### config.mk
export PLATFORM = sky130hd
export DESIGN_NAME = miss_replacement_controller
export DESIGN_NICKNAME = d
export VERILOG_FILES = /design/src/rtl/miss_replacement_controller.sv
export SDC_FILE = /design/constraint.sdc
export NUM_CORES = 1
export LEC_CHECK = 0
export ABC_AREA = 1
export ABC_CLOCK_PERIOD_IN_PS = 2500
export BUFFER_PORTS_ARGS = -buffer_cell sky130_fd_sc_hd__buf_4
export CAP_MARGIN = 20
export CORE_AREA = 2 2 82 84
export DETAILED_ROUTE_END_ITERATION = 8
export DIE_AREA = 0 0 84 86
export MAX_ROUTING_LAYER = met4
export PLACE_DENSITY = 0.83
export SYNTH_ARGS = -nofsm -noshare
export SYNTH_HDL_FRONTEND = slang
export SYNTH_SLANG_ARGS = --single-unit
### constraint.sdc
create_clock -name clock -period 2.5 [get_ports clock]
set_clock_uncertainty 0.05 [all_clocks]
set_input_delay 0.625 -clock clock [delete_from_list [all_inputs] [get_ports clock]]
set_output_delay 0.625 -clock clock [all_outputs]
set_load 0.01 [all_outputs]
### src/rtl/miss_replacement_controller.sv
// Cache-miss sequencer: picks the victim way, writes back a dirty line, refills
// the line from the bus, then commits the tag and marks the way most-recently used.
module miss_replacement_controller #(
  parameter int INDEX_WIDTH = 6,
  parameter int NUMBER_OF_CACHE_LINES = 4,
  parameter int COUNTER_WIDTH = $clog2(NUMBER_OF_CACHE_LINES),
  parameter int TAG_WIDTH = 8,
  parameter int OFFSET_WIDTH = 4,
  parameter int DATA_WIDTH = 32,
  localparam int ADDRESS_WIDTH = TAG_WIDTH + INDEX_WIDTH + OFFSET_WIDTH
) (
  input  logic                     clock,
  input  logic                     reset,
  input  logic                     missValid,
  input  logic [ADDRESS_WIDTH-1:0] missAddress,
  output logic                     missReady,
  output logic [INDEX_WIDTH-1:0]   cpuIndexOut,
  input  logic [COUNTER_WIDTH-1:0] replacementCacheLine,
  output logic                     accessEnable,
  output logic [COUNTER_WIDTH-1:0] lastAccessedCacheLine,
  output logic [COUNTER_WIDTH-1:0] victimWayOut,
  input  logic                     victimValid,
  input  logic                     victimDirty,
  input  logic [TAG_WIDTH-1:0]     victimTag,
  output logic [OFFSET_WIDTH-1:0]  cacheWordOffset,
  input  logic [DATA_WIDTH-1:0]    cacheReadData,
  output logic                     cacheWriteEnable,
  output logic [DATA_WIDTH-1:0]    cacheWriteData,
  output logic                     tagWriteEnable,
  output logic [TAG_WIDTH-1:0]     tagWriteValue,
  output logic                     busRequest,
  output logic                     busWrite,
  input  logic                     busGrant,
  input  logic                     busAck,
  output logic [ADDRESS_WIDTH-1:0] busAddress,
  output logic [DATA_WIDTH-1:0]    busDataOut,
  input  logic [DATA_WIDTH-1:0]    busDataIn,
  output logic                     done,
  output logic [3:0]               debugState
);

  typedef enum logic [3:0] {
    IDLE, SELECT, CHECK, WB_REQ, WB_DATA, RELEASE, FILL_REQ, FILL_DATA, COMMIT
  } state_t;

  localparam logic [OFFSET_WIDTH-1:0] LAST_WORD = {OFFSET_WIDTH{1'b1}};

  state_t                   state_q;
  logic [TAG_WIDTH-1:0]     tag_q;
  logic [INDEX_WIDTH-1:0]   index_q;
  logic [COUNTER_WIDTH-1:0] way_q;
  logic [OFFSET_WIDTH-1:0]  count_q;

  logic unused_offset;
  assign unused_offset = ^missAddress[OFFSET_WIDTH-1:0];

  // Handshakes: a miss is taken on an edge where missValid && missReady; a bus
  // tenure starts on the edge busGrant is seen in a *_REQ state, and one word moves
  // on every edge busAck is seen in a *_DATA state. Neither is looked at elsewhere.
  always_ff @(posedge clock or negedge reset) begin
    if (!reset) begin
      state_q <= IDLE;
      tag_q   <= '0;
      index_q <= '0;
      way_q   <= '0;
      count_q <= '0;
    end else begin
      case (state_q)
        IDLE: begin
          if (missValid) begin
            tag_q   <= missAddress[ADDRESS_WIDTH-1 -: TAG_WIDTH];
            index_q <= missAddress[OFFSET_WIDTH +: INDEX_WIDTH];
            count_q <= '0;
            state_q <= SELECT;
          end
        end
        SELECT: begin
          way_q   <= replacementCacheLine;
          state_q <= CHECK;
        end
        CHECK:    state_q <= (victimValid && victimDirty) ? WB_REQ : FILL_REQ;
        WB_REQ:   if (busGrant) state_q <= WB_DATA;
        WB_DATA: begin
          if (busAck) begin
            count_q <= count_q + 1'b1;
            if (count_q == LAST_WORD) state_q <= RELEASE;
          end
        end
        RELEASE:  state_q <= FILL_REQ;
        FILL_REQ: if (busGrant) state_q <= FILL_DATA;
        FILL_DATA: begin
          if (busAck) begin
            count_q <= count_q + 1'b1;
            if (count_q == LAST_WORD) state_q <= COMMIT;
          end
        end
        COMMIT:   state_q <= IDLE;
        default:  state_q <= IDLE;
      endcase
    end
  end

  logic in_wb, in_fill, in_commit;
  assign in_wb     = (state_q == WB_DATA);
  assign in_fill   = (state_q == FILL_DATA);
  assign in_commit = (state_q == COMMIT);

  assign missReady   = (state_q == IDLE);
  assign cpuIndexOut = index_q;
  assign victimWayOut = way_q;
  assign debugState  = state_q;

  assign busRequest = (state_q == WB_REQ) || in_wb || (state_q == FILL_REQ) || in_fill;
  assign busWrite   = in_wb;
  // Writeback addresses the victim's old tag; refill addresses the missing tag.
  assign busAddress = in_wb   ? {victimTag, index_q, count_q} :
                      in_fill ? {tag_q, index_q, count_q} : '0;
  assign busDataOut = in_wb ? cacheReadData : '0;

  assign cacheWordOffset  = (in_wb || in_fill) ? count_q : '0;
  assign cacheWriteEnable = in_fill && busAck;
  assign cacheWriteData   = in_fill ? busDataIn : '0;

  assign tagWriteEnable        = in_commit;
  assign tagWriteValue         = in_commit ? tag_q : '0;
  assign accessEnable          = in_commit;
  assign lastAccessedCacheLine = in_commit ? way_q : '0;
  assign done                  = in_commit;

endmodule

# After elaboration in Yosys (flattened, before gate mapping)
# Cells that the tools add are included.
# totals
reg_bits	24
input_bits	99
out_inout_bits	115
word_cells	54
# op_classes
n_addsub	1
eq_ne	17
muxes	19
reduce_logical	12
# ops
cell	count
two-way mux 32 bit	2
two-way mux 4 bit	10
two-way mux 18 bit	2
one-hot mux 4 bit (8 select lines)	1
== test 4 x 3 -> 1 bit (second input constant)	4
inequality test 2 bit (second input constant)	5
== test 4 x 2 -> 1 bit (second input constant)	2
== test 4 bit (second input constant)	2
two-way mux 8 bit	1
one-hot mux 4 bit (2 select lines)	1
AND reduction 7 bit	1
inequality test 2 x 1 -> 1 bit (second input constant)	3
adder 4 x 1 -> 4 bit (second input constant)	1
== test 4 x 1 -> 1 bit (second input constant)	1
zero test 4 bit	1
logical OR 1 bit	4
two-way mux 3 bit	1
AND reduction 3 bit	1
logical AND 1 bit	2
two-way mux 2 bit	1
AND reduction 2 bit	1
nonzero test 2 bit	1
OR reduction 2 bit	1

# Logic depth before layout (Yosys ltp)
# Gate-level depths: netlist of the first run.
# logic_depth
word_depth	4
depth_mapped	8
depth_no_buf	8

# Least setup slack after synthesis of the first run
# No wires, ideal clock.
# synth_path
kind	flip-flop to output port
start	reg state_q[0] (netlist: debugState[0])
end	out lastAccessedCacheLine[0]
arrival_ns	1.362
t_required_ns	1.825
setup_slack_ns	0.463
stages_incl_launch_ff	6
n_path_buf	0
path_cell_list	dfrtp_1 nor2_1 inv_1 nor3_2 inv_2 nor2_1
# synth_via
elab_chain_len	2
# synth_rtl
item	line_no	text
from (decl)	48	state_t state_q;
from (signal assigned)	81	CHECK: state_q <= (victimValid && victimDirty) ? WB_REQ : FILL_REQ;
== test 4 bit	106	assign in_commit = (state_q == COMMIT);
via accessEnable	19	output logic accessEnable,
two-way mux 2 bit	127	assign lastAccessedCacheLine = in_commit ? way_q : '0;
to (decl)	20	output logic [COUNTER_WIDTH-1:0] lastAccessedCacheLine,
# The timed path passes the listed nets, and every way through them passes these cells.

# Worst setup path in the final report of the first run
# layout_path
start	reg state_q[0] (netlist: debugState[0])
end	out busAddress[5]
# layout_via
elab_chain_len	3
elab_cells_between_ends	4
classes_between	eq/ne: 2; mux: 2
# layout_rtl
item	line_no	text
== test 4 x 3 -> 1 bit	105	assign in_fill = (state_q == FILL_DATA);
two-way mux 18 bit	117	in_fill ? {tag_q, index_q, count_q} : '0;
two-way mux 18 bit *	116	assign busAddress = in_wb ? {victimTag, index_q, count_q} :
to (decl)	35	output logic [ADDRESS_WIDTH-1:0] busAddress,
# Every way passes the cells marked *; elsewhere a longest branch is shown, timed or not.

==> metrics.md, run 1 <==
| Metric | Value |
|---|---|
| Status | `complete, no violations` |
| RSZ-0062 raised after global routing | `no` |
| Overflow after GRT | `0` |
| Yosys warning count | `0` |
| Most common cell after layout, fill and taps aside | `buf_4` |
| Fin Setup TNS | `0 ns` |
| Slew Limit Headroom | `0.6230` |
| Fin nets | `between 600 and 700` |
| Port bufs | `209` |
| Initial Util | `0.3143` |
| Antenna violations before repair | `0` |
| I/O Pins | `214` |
| Clock Latency Late Sink | `0.27 ns` |
| Global Route met2 Usage | `0.3535` |
| Worst min-delay path category | `in -> async` |
| Required @ worst endpoint | `1.82 ns` |
| Crit path arrival time | `1.68 ns` |
| Drt first pass iters | `4` |
| Switch share | `0.4673` |
| Power Dens Cells | `between 800 and 900 nW/um^2` |
| Post-Syn Area per Cell | `5.736 um^2` |
| FF+latch count, synth | `24` |
| Post-Syn Instances | `344` |
| Antenna cells | `0` |
| Layout cell share with drive strength beyond 1 | `0.4249` |
| Seq/Total Area, Yosys | `0.3044` |
| Reg power frac | `0.234` |
| Cell-internal power | `1.563 mW` |
| Total track usage | `0.1877` |
| Die area | `7224 um^2` |
| Row Count | `29` |
| Part of the cycle the worst path needs | `0.9413` |
| DR iter-0 viols | `between 90 and 100` |
| Setup violators final | `0` |
| Via count | `2681` |
| Fillers | `564` |
| P_sw | `between 1 and 1.5 mW` |
| Leak Pwr | `2.332 nW` |
| F_max | `0.4250 GHz` |
| Final ANT Viol Nets | `0` |
| Type of origin of the critical path | `register` |
| Most frequent cells in the layout | `buf_4 (210), inv_1 (98), nor2_1 (97)` |
| P&R area growth vs syn | `85.10%` |
| Peak VDD IR | `573.3 uV` |
| Chip Width | `between 80 and 90 um` |
| Clk pwr share | `0.090` |
| Max_cap viols | `0` |
| First-pass GRT wire length | `between 10000 and 15000 um` |
| H-tree levels | `1` |
| Combinational Power Share | `0.675` |
| Syn Nets | `444` |
| CP Capture Type | `primary output` |
| CTS clock-pin slew for the worst setup and hold paths | `0.08 ns` |
| TritonCTS clock tree | `done` |
| CP Class | `reg -> out` |
| Critical path peak fanout | `16` |
| Root Driver | `clkbuf_8` |
| Least-Margin Pin Slew | `0.5641 ns` |
| Final Routed Wirelength | `around 7000 um` |
| Synthesized cell area | `1973 um^2` |
| Vias in the first global route | `~2400` |
| Slew Limit Fails | `0` |
| Die height | `86 um` |
| Fin cells | `623` |
| Core ar. | `about 6300 um^2` |
| Grt met3 use | `0.05101` |
| Gr busiest metal | `met2` |
| Grt met1 use | `0.2020` |
| DRC | `0` |
| Post-Place Cells | `approximately 620` |
| Hold buffers post-CTS | `0` |
| TritonCTS buffer count | `3` |
| Vias per cell | `4.303` |
| Routability cong. | `0.8751` |
| Synth cell types | `26` |
| Number of hold violations in the final report | `0` |
| Overall power | `2.935 mW` |
| Tmin final | `2.353 ns` |
| CTS Sinks | `24` |
| Wire length per cell | `approximately 11 um` |
| Largest net degree at the start of global routing | `31` |
| Clock Path Buffers | `2` |
| HPWL after DPL | `5655 um` |
Yosys cell counts, drive strengths merged:
library cell    n  share of area
xor2            1         0.0044
nand3          14          0.038
dfrtp          24           0.30
o21ai          27          0.070
nor2          102           0.20
o21a            1         0.0038
nand2          54           0.11
inv           101           0.19
nor3            1         0.0051
nand4           2         0.0063
buf             9          0.037
ha              1         0.0063
clkbuf          4         0.0076
xnor2           1         0.0044
a21oi           2         0.0051
sequential cells by signal, summed over array words and instances (netlist names):
register      cells
count_q           4
debugState        4
cpuIndexOut       6
tag_q             8
victimWayOut      2
per-layer routing:
| layer | up-vias | share of wire | routed length (um) |
|---|---|---|---|
| met3 | 10 | 0.092 | 634 |
| met2 | 117 | 0.54 | 3696 |
| met4 | 0 | 0.0095 | 65 |
| met5 | - | 0 | 0 |
| met1 | 1180 | 0.36 | 2468 |
| li1 | 1374 | - | - |
power by group through the flow:
stage,Sequential [mW],Clock [mW],Combinational (mW)
6_report,0.688,0.264,1.98
5_1_grt,0.712,0.289,2.21
4_1_cts,0.677,0.271,1.98
3_5_place_dp,0.682,0,1.95
3_3_place_gp,0.672,0,1.91
2_1_floorplan,0.703,0,1.05
what timing repair did:
| item | CTS | global route |
|---|---|---|
| buffers inserted | 0 | 0 |
| gates resized for setup | 2 | 8 |
| endpoints found under the setup margin | 3 | 88 |
final cells by class:
cell class | instances | area (um^2) | area share
flip-flops and latches | 24 | 603.1 | 0.1651
clock buffers | 4 | 55.05 | 0.01507
multi-input cells | 206 | 928.4 | 0.2542
repair buffers | 211 | 1588 | 0.4347
inverters | 101 | 381.6 | 0.1045
well taps | 77 | 96.34 | 0.02638
stage by stage:
stage	util	hold WS [ns]	area [um^2]	setup slack (ns)
after floorplan	-	0.2794	1973	0.4630
after global placement	0.5679	0.4658	3565	0.3253
after detailed placement	0.5679	0.4732	3565	0.2815
after CTS	0.5784	0.1969	3631	0.02108
after global routing	0.5818	0.2046	3652	0.02102
final	0.5818	0.1852	3652	0.1468
cells by family (layout without fill, tap and decap cells):
logic type                 count (synthesis)  in the layout  share of synthesized area
and+or+nand+nor                          173            173                     0.3640
buffers and inverters                    114            316                     0.2371
adders and majority gates                  1              1                   0.006340
xor gates and xnor gates                   2              2                   0.008879
AOI/OAI and AO/OA                         30             30                    0.07926
DFF                                       24             24                     0.3044
critical path, stage by stage (launching register included):
cell and delay [ns]:
dfrtp_2 0.47, nand2_1 0.14, inv_1 0.11, nand2_4 0.20, nand2_4 0.12, inv_4 0.16
nor2_1 0.06, buf_4 0.14
path summary, 6_finish.rpt:
path                                              end  cells past startpoint                 startpoint  slack [ns]
hold reg to reg                count_q[0]$_DFFE_PN0P_                      2     count_q[0]$_DFFE_PN0P_        0.49
setup / recovery                        busAddress[5]                      7  debugState[0]$_DFFE_PN0P_        0.15
max in group asynchronous   debugState[0]$_DFFE_PN0P_                      1                      reset        1.95
hold / removal             cpuIndexOut[3]$_DFFE_PN0P_                      1                      reset        0.19
setup reg to reg               count_q[1]$_DFFE_PN0P_                      6  debugState[3]$_DFFE_PN0P_        0.68
min in group clock             count_q[0]$_DFFE_PN0P_                      2     count_q[0]$_DFFE_PN0P_        0.49
No activity file was read; power rests on OpenSTA's default activity.
==> run 2: changes to the inputs <==
--- a/config.mk
+++ b/config.mk
@@ -14,6 +14,7 @@
 export DIE_AREA = 0 0 84 86
 export MAX_ROUTING_LAYER = met4
 export PLACE_DENSITY = 0.83
+export SETUP_SLACK_MARGIN = 0.2
 export SYNTH_ARGS = -nofsm -noshare
 export SYNTH_HDL_FRONTEND = slang
 export SYNTH_SLANG_ARGS = --single-unit
==> run 2 against run 1 <==
Net effect:
- first-iteration DRC count is 55% higher
- sequential power is 3% lower
- total power is 4.3% higher
- global-route usage is 0.19 points higher
- routed wire length is 2.2% higher
- critical path depth is 1 lower
- clock power hardly changed
- final cell count is 1.3% higher
- critical endpoint is now lastAccessedCacheLine[1]
==> metrics.md, run 2 (same netlist as run 1, synthesis figures left out) <==
| Metric | Value |
|---|---|
| Status | `complete, no violations` |
| Fillers | `547` |
| Layout cell share with drive strength beyond 1 | `0.4422` |
| Fin Setup TNS | `0 ns` |
| Reg power frac | `0.219` |
| Number of hold violations in the final report | `0` |
| CP Class | `reg -> out` |
| TritonCTS buffer count | `3` |
| Root Driver | `clkbuf_8` |
| I/O Pins | `roughly 210` |
| DRC | `0` |
| Most frequent cells in the layout | `buf_4 (217), inv_1 (97), nor2_1 (95)` |
| F_max | `between 0.4 and 0.5 GHz` |
| Final ANT Viol Nets | `0` |
| Largest net degree at the start of global routing | `31` |
| Clock Path Buffers | `2` |
| Antenna violations before repair | `0` |
| R2R Path End | `count_q[1]$_DFFE_PN0P_` |
| Worst min-delay path category | `in -> async` |
| Clk pwr share | `0.086` |
| Core ar. | `6277 um^2` |
| Max_cap viols | `0` |
| Drt first pass iters | `4` |
| Worst reg2reg startpoint | `debugState[3]$_DFFE_PN0P_` |
| RSZ-0062 raised after global routing | `yes` |
| Most common cell after layout, fill and taps aside | `buf_4` |
| Setup violators final | `0` |
| Combinational Power Share | `0.695` |
| Chip Width | `84 um` |
| Total track usage | `0.1896` |
| Die area | `between 7000 and 8000 um^2` |
| Required @ worst endpoint | `between 1.5 and 2 ns` |
| Max reg flops | `8` |
| Via count | `~2700` |
| Metal2 WL | `roughly 3800 um` |
| Part of the cycle the worst path needs | `0.8945` |
| DR iter-0 viols | `152` |
| Type of origin of the critical path | `register` |
| Switch share | `0.4635` |
| Flop-to-flop setup slack | `0.59 ns` |
| P&R area growth vs syn | `89.73%` |
| TritonCTS clock tree | `done` |
| Register-to-Register Path Depth | `7` |
| Clock Latency Late Sink | `0.27 ns` |
| H-tree levels | `1` |
| Vias in the first global route | `between 2000 and 2500` |
| Port bufs | `209` |
| Overall power | `3.061 mW` |
| Critical path peak fanout | `10` |
| Met1 WL | `2474 um` |
| Die height | `86 um` |
| Uppermost layer routed | `met4` |
| CTS clock-pin slew for the worst setup and hold paths | `0.08 ns` |
| Wire length per cell | `11.12 um` |
| CTS Sinks | `24` |
| Cell-internal power | `1.642 mW` |
| Peak VDD IR | `577.0 uV` |
| Crit path arrival time | `1.56 ns` |
| CP Launch Point | `debugState[0]$_DFFE_PN0P_` |
| Leak Pwr | `2.365 nW` |
| Vias per cell | `4.276` |
| P_sw | `between 1 and 1.5 mW` |
| Tmin final | `2.236 ns` |
| Power Dens Cells | `slightly above 800 nW/um^2` |
| HPWL after DPL | `5655 um` |
| Least-Margin Pin Slew | `0.5660 ns` |
| Final Routed Wirelength | `7015 um` |
| Slew Limit Fails | `0` |
| Top reg by flops | `tag_q` |
| Row Count | `29` |
| First-pass GRT wire length | `11180 um` |
| Routability cong. | `about 0.9` |
| Initial Util | `0.3143` |
| CP Capture Point | `lastAccessedCacheLine[1]` |
| Antenna cells | `0` |
| Slew Limit Headroom | `0.6218` |
| Met3 WL | `670 um` |
| CP Capture Type | `primary output` |
| Overflow after GRT | `0` |
| Fin nets | `655` |
[run 2: changes by cell type in the layout (fill, tap and decap cells not counted), sizes merged]
cell / previous run / this run
buf: 211 / 219
[run 2: critical path, cell delays in order (launching register included)]
cell     delay, ns
dfrtp_2       0.45
nor2_4        0.17
inv_1         0.10
nor3_4        0.23
inv_4         0.10
nor2_1        0.11
buf_4         0.13
[run 2: worst min path at each step]
stage,from,to,slack [ns],cells past startpoint
2_1_floorplan,reset,count_q[0]$_DFFE_PN0P_,0.28,0
3_5_place_dp,count_q[0]$_DFFE_PN0P_,count_q[0]$_DFFE_PN0P_,0.47,2
4_1_cts,reset,cpuIndexOut[3]$_DFFE_PN0P_,0.20,1
3_3_place_gp,count_q[0]$_DFFE_PN0P_,count_q[0]$_DFFE_PN0P_,0.47,2
5_1_grt,reset,cpuIndexOut[3]$_DFFE_PN0P_,0.20,1
6_report,reset,cpuIndexOut[3]$_DFFE_PN0P_,0.19,1
[run 2: power groups by stage]
stage          sequential [mW]  clock [mW]  combinational [mW]
6_report                 0.670       0.263                2.13
5_1_grt                  0.690       0.289                2.36
4_1_cts                  0.678       0.271                2.06
3_5_place_dp             0.682           0                1.95
3_3_place_gp             0.672           0                1.91
2_1_floorplan            0.703           0                1.05
[run 2: cell type report]
cell class,count,area (um^2),share of cell area
flip-flops and latches,24,605.6,0.1618
clock buffers,4,55.05,0.01471
inverters,101,389.1,0.1039
repair buffers,219,1655,0.4422
multi-input cells,206,942.2,0.2517
well taps,77,96.34,0.02574
[run 2: per-stage QoR]
| stage | instances | setup WS (ns) | hold slack [ns] | area [um^2] | utilization |
|---|---|---|---|---|---|
| floorplan | 344 | 0.4630 | 0.2794 | 1973 | - |
| global placement | 619 | 0.3253 | 0.4658 | 3565 | 0.5679 |
| detailed placement | 619 | 0.2815 | 0.4732 | 3565 | 0.5679 |
| CTS | 626 | 0.2183 | 0.1968 | 3685 | 0.5870 |
| global route | 631 | 0.1482 | 0.2045 | 3744 | 0.5964 |
| finish | 631 | 0.2637 | 0.1863 | 3744 | 0.5964 |
[run 2: timing repair]
action,4_1_cts,5_1_grt
setup buffers,3,5
hold buffers,0,0
pin swaps,2,5
gates resized for setup,12,8
endpoints found under the setup margin,88,88
[run 2: per-layer routing]
metal  GRT usage  up-vias
met2      0.3593      124
li1            -     1388
met5           -        -
met1      0.2026     1178
met3     0.05101        8
met4     0.02639        0
